**config.mk**
```make
export PLATFORM = sky130hd
export DESIGN_NAME = demux_serial_ctrl
export DESIGN_NICKNAME = d
export VERILOG_FILES = /design/src/rtl/demux_serial_ctrl_pkg.sv /design/src/rtl/sync2.sv /design/src/rtl/demux_serial_ctrl.sv
export SDC_FILE = /design/constraint.sdc
export NUM_CORES = 1
export LEC_CHECK = 0
export ABC_AREA = 0
export CORE_UTILIZATION = 53
export CTS_CLUSTER_DIAMETER = 120
export DETAILED_ROUTE_END_ITERATION = 8
export PLACE_DENSITY = 0.84
export RECOVER_POWER = 100
export SLEW_MARGIN = 20
export SYNTH_ARGS = -nofsm -noshare
export SYNTH_HDL_FRONTEND = slang
export SYNTH_SLANG_ARGS = --single-unit
export TNS_END_PERCENT = 1
```
**constraint.sdc**
```tcl
create_clock -name clk -period 1.9 [get_ports clk]
set_input_delay 0.38 -clock clk [delete_from_list [all_inputs] [get_ports clk]]
set_output_delay 0.38 -clock clk [all_outputs]
set_load 0.1 [all_outputs]
```
**src/rtl/demux_serial_ctrl_pkg.sv**
```systemverilog
// Shared definitions for the serial-to-demux controller: FSM state encoding,
// frame address width and the default bit period.
package demux_serial_ctrl_pkg;

    typedef enum logic [2:0] {
        IDLE  = 3'd0,
        START = 3'd1,
        ADDR  = 3'd2,
        DATA  = 3'd3,
        STOP  = 3'd4
    } state_t;

    localparam int ADDR_W               = 3;
    localparam int DEFAULT_CLKS_PER_BIT = 4;
    localparam logic [7:0] ERR_CNT_MAX  = 8'hFF;

endpackage

```
**src/rtl/sync2.sv**
```systemverilog
// Two-flop synchronizer for the asynchronous serial line. Both flops reset
// high so a line idling high never looks like a falling edge at reset release.
module sync2 (
    input  logic clk,
    input  logic rst_n,
    input  logic d,
    output logic q
);

    logic meta;

    // Double-register the asynchronous input into the clk domain.
    always_ff @(posedge clk or negedge rst_n) begin
        if (!rst_n) begin
            meta <= 1'b1;
            q    <= 1'b1;
        end else begin
            meta <= d;
            q    <= meta;
        end
    end

endmodule

```
**src/rtl/demux_serial_ctrl.sv**
```systemverilog
// Serial frame receiver that drives the select and data inputs of a 1-to-8
// demultiplexer. A frame is start(0), 3 address bits LSB first, 1 data bit
// and stop(1); each bit lasts CLKS_PER_BIT clocks. Good frames update s/y,
// bad stop bits pulse frame_err and bump a saturating error counter.
module demux_serial_ctrl
    import demux_serial_ctrl_pkg::*;
#(
    parameter int CLKS_PER_BIT = DEFAULT_CLKS_PER_BIT
) (
    input  logic       clk,
    input  logic       rst_n,
    input  logic       rx,
    output logic [3:0] s,
    output logic       y,
    output logic       frame_done,
    output logic       frame_err,
    output logic [7:0] err_cnt
);

    localparam int CNT_W = (CLKS_PER_BIT > 1) ? $clog2(CLKS_PER_BIT) : 1;
    localparam logic [CNT_W-1:0] HALF_BIT = CNT_W'(CLKS_PER_BIT / 2);
    localparam logic [CNT_W-1:0] LAST_CNT = CNT_W'(CLKS_PER_BIT - 1);
    localparam logic [1:0]       LAST_ADDR_BIT = 2'(ADDR_W - 1);

    state_t              state, state_next;
    logic [CNT_W-1:0]    cnt, cnt_next;
    logic [1:0]          bit_idx, bit_next;
    logic [ADDR_W-1:0]   addr, addr_next;
    logic                data_bit, data_next;
    logic                rx_s;
    logic                rx_d;
    logic                good_stop;
    logic                bad_stop;

    sync2 u_sync2 (
        .clk   (clk),
        .rst_n (rst_n),
        .d     (rx),
        .q     (rx_s)
    );

    // State register; reset drops any partial frame back to IDLE.
    always_ff @(posedge clk or negedge rst_n) begin
        if (!rst_n) begin
            state <= IDLE;
        end else begin
            state <= state_next;
        end
    end

    // Next-state and sampling decisions. The bit counter wraps to zero at
    // every sample point, so later samples land one full bit period apart.
    always_comb begin
        state_next = state;
        cnt_next   = cnt;
        bit_next   = bit_idx;
        addr_next  = addr;
        data_next  = data_bit;
        good_stop  = 1'b0;
        bad_stop   = 1'b0;

        case (state)
            IDLE: begin
                cnt_next = '0;
                bit_next = '0;
                if (rx_d && !rx_s) begin
                    state_next = START;
                end
            end

            START: begin
                if (cnt == HALF_BIT) begin
                    cnt_next   = '0;
                    state_next = rx_s ? IDLE : ADDR;
                end else begin
                    cnt_next = cnt + 1'b1;
                end
            end

            ADDR: begin
                if (cnt == LAST_CNT) begin
                    cnt_next  = '0;
                    addr_next = {rx_s, addr[ADDR_W-1:1]};
                    if (bit_idx == LAST_ADDR_BIT) begin
                        bit_next   = '0;
                        state_next = DATA;
                    end else begin
                        bit_next = bit_idx + 2'd1;
                    end
                end else begin
                    cnt_next = cnt + 1'b1;
                end
            end

            DATA: begin
                if (cnt == LAST_CNT) begin
                    cnt_next   = '0;
                    data_next  = rx_s;
                    state_next = STOP;
                end else begin
                    cnt_next = cnt + 1'b1;
                end
            end

            STOP: begin
                if (cnt == LAST_CNT) begin
                    cnt_next   = '0;
                    state_next = IDLE;
                    if (rx_s) begin
                        good_stop = 1'b1;
                    end else begin
                        bad_stop = 1'b1;
                    end
                end else begin
                    cnt_next = cnt + 1'b1;
                end
            end

            default: begin
                state_next = IDLE;
                cnt_next   = '0;
                bit_next   = '0;
            end
        endcase
    end

    // Frame datapath: bit counter, address shift register, data bit and the
    // previous synchronized line level used for falling-edge detection.
    always_ff @(posedge clk or negedge rst_n) begin
        if (!rst_n) begin
            cnt      <= '0;
            bit_idx  <= '0;
            addr     <= '0;
            data_bit <= 1'b0;
            rx_d     <= 1'b1;
        end else begin
            cnt      <= cnt_next;
            bit_idx  <= bit_next;
            addr     <= addr_next;
            data_bit <= data_next;
            rx_d     <= rx_s;
        end
    end

    // Output registers: s/y load only on a good stop bit, pulses last one
    // cycle, and the error counter sticks at its maximum.
    always_ff @(posedge clk or negedge rst_n) begin
        if (!rst_n) begin
            s          <= '0;
            y          <= 1'b0;
            frame_done <= 1'b0;
            frame_err  <= 1'b0;
            err_cnt    <= '0;
        end else begin
            frame_done <= good_stop;
            frame_err  <= bad_stop;
            if (good_stop) begin
                s <= {1'b0, addr};
                y <= data_bit;
            end
            if (bad_stop && (err_cnt != ERR_CNT_MAX)) begin
                err_cnt <= err_cnt + 8'd1;
            end
        end
    end

endmodule

```
-- After elaboration in Yosys (flattened, before gate mapping)
Index checks and enable logic that the tools add are counted.
- add/sub/neg operators: 3
- equal/unequal tests: 14
- muxes and demuxes: 20
- bitwise logic cells: 1
- reductions and logical operators: 10
- operators by type and width (cell ; count):
    3-bit two-way mux ; 6
    3-bit case mux with 5 select lines ; 1
    2-bit != test, second input constant ; 6
    2-bit two-way mux ; 5
    8-bit by 1-bit adder with 8-bit output, second input constant ; 1
    8-bit != test, second input constant ; 1
    2-bit case mux with 2 select lines ; 2
    2-bit == test, second input constant ; 3
    3-bit by 2-bit == test with 1-bit output, second input constant ; 2
    1-bit two-way mux ; 6
    2-bit AND reduction ; 3
    6-bit AND reduction ; 1
    3-bit OR reduction ; 2
    2-bit by 1-bit adder with 2-bit output, second input constant ; 2
    3-bit by 1-bit == test with 1-bit output, second input constant ; 1
    3-bit == test, second input constant ; 1
    3-bit zero test ; 1
    1-bit logical AND ; 2
    1-bit zero test ; 1
    1-bit inverter ; 1
- flip-flop bits (word level): 28
- bits of input ports: 3
- output and inout bits: 15
- logic and storage cells: 61

-- Logic depth before layout (Yosys ltp)
Gate-level depths: netlist (run 1).
- depth in word-level cells: 4
- mapped depth: 5
- mapped depth without buffers: 5

-- Modules after synthesis
Synthesis (run 1) repeated with hierarchy kept, for this count alone.
- cells, all modules: 116
- area total of the unflattened synthesis: 1355.0 um^2
- modules (own cells, without submodules) (module ; instances ; cells each ; area each (um^2)):
    demux_serial_ctrl ; 1 ; 114 ; 1302.5
    sync2 ; 1 ; 2 ; 52.6

-- Least setup slack after synthesis (run 1)
OpenSTA, ideal clock, no wires.
- path kind: register -> register
- start: reg err_cnt[0]
- end: reg err_cnt[1]
- arrival time: 2.064 ns
- path slack: -0.293 ns
- stages on the path, launching flop included: 5
- path buffers: 0
- period minus slack after synthesis: 2.193 ns
- path through: dfrtp_1 ha_1 nand4_1 o2111ai_2 mux2_1
- word-level cells in the longest chain between the ends: 2
- elaborated cells between the ends (all ways): 3
- ends and longest elaborated chain (what ; RTL line ; RTL):
    start, declared ; demux_serial_ctrl.sv:17 ; output logic [7:0] err_cnt
    start signal, assigned ; demux_serial_ctrl.sv:162 ; err_cnt <= err_cnt + 8'd1;
    parallel branches: the longest is 2 deep, another holds 8-bit by 1-bit adder with 8-bit output ; -- ;
Several ways; the timed one is not identified.
A chain may end at the register's enable or synchronous reset.

-- Worst setup path in the final report (run 1)
Same ends and word-level chain as after synthesis.

==> results of run 1 <==
==> cells in the mapped netlist (2+ instances only) <==
library cell | number | area (um^2)
dfstp_2 | 3 | 78.8
nor2b_1 | 3 | 18.8
a31oi_1 | 2 | 12.5
nor2_1 | 3 | 11.3
nand4_1 | 2 | 12.5
a21oi_1 | 4 | 20.0
nand3_1 | 4 | 20.0
nor3_1 | 3 | 15.0
nand2_1 | 4 | 15.0
dfrtp_1 | 25 | 626
nand2b_1 | 2 | 12.5
mux2_2 | 11 | 124
nor4bb_1 | 3 | 30.0
o21ai_0 | 8 | 40.0
ha_1 | 5 | 62.6
inv_1 | 8 | 30.0
==> kinds of logic (layout without fill, tap and decap cells) <==
| kind of cell | after synthesis | count (layout) | synth area share (%) |
|---|---|---|---|
| compound gates | 23 | 23 | 11.2 |
| flops | 28 | 28 | 52.0 |
| simple gates | 34 | 34 | 17.1 |
| buf+inv | 12 | 32 | 4.25 |
| fa+ha+maj | 5 | 5 | 4.62 |
| other cells | 1 | 1 | 0.277 |
| xor+xnor | 1 | 1 | 0.646 |
| mux | 12 | 12 | 9.97 |
==> sequential cells by signal, summed over array words and instances (netlist names) <==
name and cells:
u_sync2.meta 1, state 3, cnt 2, bit_idx 2, frame_err 1, frame_done 1, err_cnt 8, s 3
addr 3, data_bit 1, rx_d 1, u_sync2.q 1, y 1
==> power by group through the flow <==
| stage | registers [mW] | logic (mW) | clock network, mW |
|---|---|---|---|
| 2_1_floorplan | 0.750 | 0.293 | 0 |
| 3_3_place_gp | 0.797 | 0.323 | 0 |
| 3_5_place_dp | 0.806 | 0.353 | 0 |
| 4_1_cts | 0.795 | 0.351 | 0.261 |
| 5_1_grt | 0.813 | 0.383 | 0.277 |
| 6_report | 0.794 | 0.339 | 0.247 |
==> through the flow <==
| step | area, um^2 | setup slack, ns | util, % | cells | hold slack, ns |
|---|---|---|---|---|---|
| finish | 1620 | 0.203 | 69.7 | 164 | 0.371 |
| floorplan | 1370 | 0.0432 | - | 116 | 0.0844 |
| global placement | 1630 | 0.265 | 70.2 | 160 | 0.350 |
| CTS | 1650 | 0.221 | 71.3 | 164 | 0.368 |
| detailed placement | 1630 | 0.222 | 70.2 | 160 | 0.349 |
| global route | 1620 | 0.0768 | 69.7 | 164 | 0.378 |
==> layout make-up <==
| class | count | area [um^2] | area share (%) |
|---|---|---|---|
| sequential | 28 | 704 | 43.6 |
| multi-input combinational | 76 | 591 | 36.5 |
| timing repair buffer | 20 | 230 | 14.2 |
| tap | 28 | 35.0 | 2.17 |
| inverter | 8 | 30.0 | 1.86 |
| clock buffer | 4 | 26.3 | 1.63 |
==> metal layers <==
layer | vias up | GRT usage (%) | share of wire [%]
met5 | - | 0 | 0
met4 | 0 | 6.58 | 0.48
met3 | 2 | 3.48 | 3.1
met2 | 25 | 35.7 | 50
met1 | 463 | 30.3 | 47
li1 | 465 | - | -
==> worst reg2reg max path, delay by kind of cell (launching register included) <==
family,cells,cell delay (ns)
adders and majority gates,1,0.26
AOI/OAI and AO/OA,1,0.29
muxes,1,0.36
DFF,1,0.47
and+or+nand+nor,1,0.21
==> how the worst min path moves through the flow <==
stage	startpoint	endpoint	cells after the start
finish	u_sync2.meta	u_sync2.q	0
global route	u_sync2.meta	u_sync2.q	0
CTS	u_sync2.meta	u_sync2.q	0
detailed placement	u_sync2.meta	u_sync2.q	0
global placement	u_sync2.meta	u_sync2.q	0
floorplan	rst_n	addr[0]	0
==> cell usage in the layout, fill, tap and decap left out, types with 4 or more instances in the layout <==
master,n
a21oi_1,4
inv_1,8
clkbuf_2,7
mux2_2,11
dfrtp_1,25
nand2_1,4
buf_12,8
nand3_1,4
o21ai_0,8
ha_1,5
==> metrics.txt, run 1 <==
internal power=904 uW; Max-Cap Viols=0; Initial Utilization=58.4%; GRT Total Usage=22.0%; Post-Synthesis Cells=116; Congestion Overflow GR=0; ys async rst share=100%; Final Critical Period=1.70 ns; H-tree levels=1; Sink Count=28; Routed WL per cell=15.1 um; status=complete, no violations; Post-synth EDFFs=0; Slowest-stage cell, CP=dfrtp_1; reg2reg path depth=4; Worst Setup SP=err_cnt[0]; Hold Buf Count CTS=0; final net count=145; DP Wirelength=1840 um; clk root buf=clkbuf_4; die area=2760 um^2; R2R setup slack=0.20 ns; DR pass1 iterations=4; synthesis-to-finish area growth=19.3%; CP endpoint kind=register; TritonCTS Buffers=3; Top delay family on crit path=flip-flops; reg2reg end=err_cnt[1]; Logic pwr share=24.6%; FMAX=0.589 GHz; largest net degree at the start of global routing=29; Final Power=1.38 mW; setup TNS=0 ns; Worst-Skew Late Latency=0.33 ns; Worst EP arrival=1.92 ns; PostCTS Resize Cnt=0; RR Startpoint=err_cnt[0]; net count after synthesis=124; die span in x=52.6 um; core area=2320 um^2; P_sw=475 uW; flops & latches, synth=28; Tightest Pin Transition=0.675 ns; Hold Crit Class=reg -> reg; switching share of power=34.4%; max_slew headroom=55.0%; post-synthesis sequential area ratio=52.0%; YS warnings=0; antenna cells=0; Reg power frac=57.5%; Max clock buf depth=2; Pwr Density=853 nW/um^2; Clk pwr share=17.9%; Worst setup SP type=register; initial antenna violation count=0; CP bufs+invs=0; Worst path depth=4; number of post-CTS setup repair buffers=0; critical path capture point=err_cnt[1]; clk_skew=0.0155 ns; # fillers=174; top-level port count=18; # rows=17; die height=52.6 um; Crit Path Category=reg -> reg; Vias=955; Final setup viols=0; buffers added on ports=16; Final Hold Viols=0; DRC=0; final antenna-violating net count=0; DR vias/cell=5.82; Final GP Congestion=0.837; final wirelength=2480 um; First DRT Iteration DRCs=14; maximum fanout along the worst path=5; peak supply drop=0.000977 V; vias in the first global route=944; Pleak=0.730 nW; Worst-path clk slew=0.15 ns; slowest stage delay, CP=0.47 ns; post-route clock period utilization=89.3%; RSZ-0062 raised after global routing=no; crit-path cells=ha_1 > nand4_1 > o2111ai_2 > mux2_1; Critical Path RT=2.13 ns; first-pass GRT wire length=4350 um; final slew viol count=0; cell area after synthesis=1360 um^2; Avg Cell Area, Syn=11.7 um^2; Synth Flop Type=dfrtp_1; CTS tree=done; share of cells above drive strength 1=26.5%; Unique masters post-synth=42
Note: power is estimated with default switching activity, not from simulation.
==> run 2: changes to the inputs <==
CORE_MARGIN = 2   (was unset)
CORE_UTILIZATION = 61   (was 53)
DONT_BUFFER_PORTS = 1   (was unset)
==> metrics.txt, run 2 (synthesis gave the netlist of run 1 again) <==
status=complete, no violations; met2 Use GR=38.5% (+2.9 points); Sink Count=28 (unchanged); Vias=963 (+0.84%); Crit Path Category=reg -> reg; most flop-heavy register=err_cnt; synthesis-to-finish area growth=9.42%; CP bufs+invs=1 (+1); pre-CTS WS=0.170 ns (-0.0518 ns); Routed WL per cell=15.8 um (+4.4%); die area=2610 um^2 (-5.4%); top-level port count=18 (unchanged); DR pass1 iterations=4 (unchanged); GRT Total Usage=23.7% (+1.7 points); Worst EP arrival=1.99 ns (+0.07 ns); First DRT Iteration DRCs=12 (-2); DP Wirelength=1860 um (+1.1%); post-route clock period utilization=93.2% (+3.9 points); Final setup viols=0 (unchanged); Max clock buf depth=2 (unchanged); Final GP Congestion=0.739 (-12%); core area=2150 um^2 (-7.3%); Final Hold Viols=0 (unchanged); Critical Path RT=2.12 ns (about the same); max reg flops=8 (unchanged); H-tree levels=1 (unchanged); final antenna-violating net count=0 (unchanged); Worst-Skew Late Latency=0.34 ns (about the same); max_slew headroom=23.8% (-31 points); Worst setup SP type=register; slowest stage delay, CP=0.43 ns (-0.04 ns); TritonCTS Buffers=3 (unchanged); GRT Max-Usage Layer=met2; DRC=0 (unchanged); commonest non-fill, non-tap cell in the layout=dfrtp_1; CP endpoint kind=register; first-pass GRT wire length=4430 um (+1.7%); Top delay family on crit path=simple AND/OR/NAND/NOR gates; Setup WS post-layout=0.129 ns (-0.0739 ns); Tightest Pin Transition=1.14 ns (+0.466 ns); grt met1 use=27.2% (-3.1 points); clk_skew=0.0185 ns (+0.00304 ns); Max-Cap Viols=0 (unchanged); share of cells above drive strength 1=29.5% (+3.1 points); Final Critical Period=1.77 ns (+0.0739 ns); vias in the first global route=1020 (+8.1%); Pwr Density=928 nW/um^2 (+8.7%); Hold Crit Class=in -> reg; Hold Path End=u_sync2.meta; commonest cells after routing, fill and taps aside=dfrtp_1 (17), mux2_2 (11), clkbuf_2 (10); final slew viol count=0 (unchanged); Congestion Overflow GR=0 (unchanged); final wirelength=2530 um (+1.9%); crit-path cells=clkbuf_2 > and4b_1 > nand4_1 > mux2_2; antenna cells=0 (unchanged); R2R setup slack=0.13 ns (-0.07 ns); Non-Filler Instances=160 (-2.4%); Worst-path clk slew=0.15 ns (about the same); setup TNS=0 ns (unchanged); number of post-CTS setup repair buffers=0 (unchanged); M3 GR Usage=5.85% (+2.4 points); die span in x=51.1 um (-2.7%); post-placement cell count=154 (-3.8%); reg2reg end=err_cnt[7]; CTS tree=done; initial antenna violation count=0 (unchanged); reg2reg path depth=4 (unchanged); maximum fanout along the worst path=3 (-2); Initial Utilization=63.1% (+4.6 points); clk root buf=clkbuf_4; Cells on Worst Hold Path=0 (unchanged); RSZ-0062 raised after global routing=no; Pleak=0.683 nW (-6.4%); buffers added on ports=0 (-16); # rows=17 (unchanged); HP Start=rx; FMAX=0.565 GHz (-4.2%); peak supply drop=0.000710 V (-27%); DR vias/cell=6.02 (+3.4%); largest net degree at the start of global routing=29 (unchanged); PostCTS Resize Cnt=0 (unchanged); Slowest-stage cell, CP=dfrtp_2; die height=51.1 um (-2.7%); RR Startpoint=err_cnt[1]; final net count=141 (-2.8%)
run 2: timing repair:
action | CTS | global route
hold endpoints to repair | 28 | 0
hold buffers | 2 | 0
endpoints found under the setup margin | 0 | 0
run 2: where the power goes:
group,internal [mW],switching (mW),leakage [nW]
Clock,0.0824,0.170,0.0150
Combinational,0.139,0.188,0.309
Sequential,0.673,0.123,0.359
run 2: layout make-up:
type / instances / area, um^2
tap: 28 / 35.0
fill: 163 / 666
inverter: 8 / 30.0
clock buffer: 4 / 26.3
multi-input combinational: 76 / 582
timing repair buffer: 16 / 95.1
sequential: 28 / 714
run 2: worst max-delay path by stage:
stage	start	slack (ns)	to	cells past startpoint
2_1_floorplan	err_cnt[0]	0.04	err_cnt[1]	4
3_3_place_gp	state[0]	0.25	err_cnt[4]	3
3_5_place_dp	cnt[0]	0.17	addr[1]	4
4_1_cts	cnt[0]	0.16	addr[0]	4
5_1_grt	state[0]	0.04	err_cnt[4]	3
6_report	err_cnt[1]	0.13	err_cnt[7]	4
run 2: metal layers:
| layer | routed length [um] | vias to the layer above |
|---|---|---|
| met5 | 0 | - |
| met1 | 1070 | 468 |
| li1 | - | 458 |
| met3 | 123 | 10 |
| met2 | 1240 | 27 |
| met4 | 97 | 0 |
run 2: per-stage QoR:
step	instance area (um^2)	hold slack, ns	util [%]	total power, mW
2_1_floorplan	1370	0.0844	-	1.04
3_3_place_gp	1480	0.0853	68.8	1.09
3_5_place_dp	1480	0.0852	68.8	1.13
4_1_cts	1530	0.0324	71.4	1.39
5_1_grt	1480	0.0153	69.0	1.47
6_report	1480	0.0382	69.0	1.38
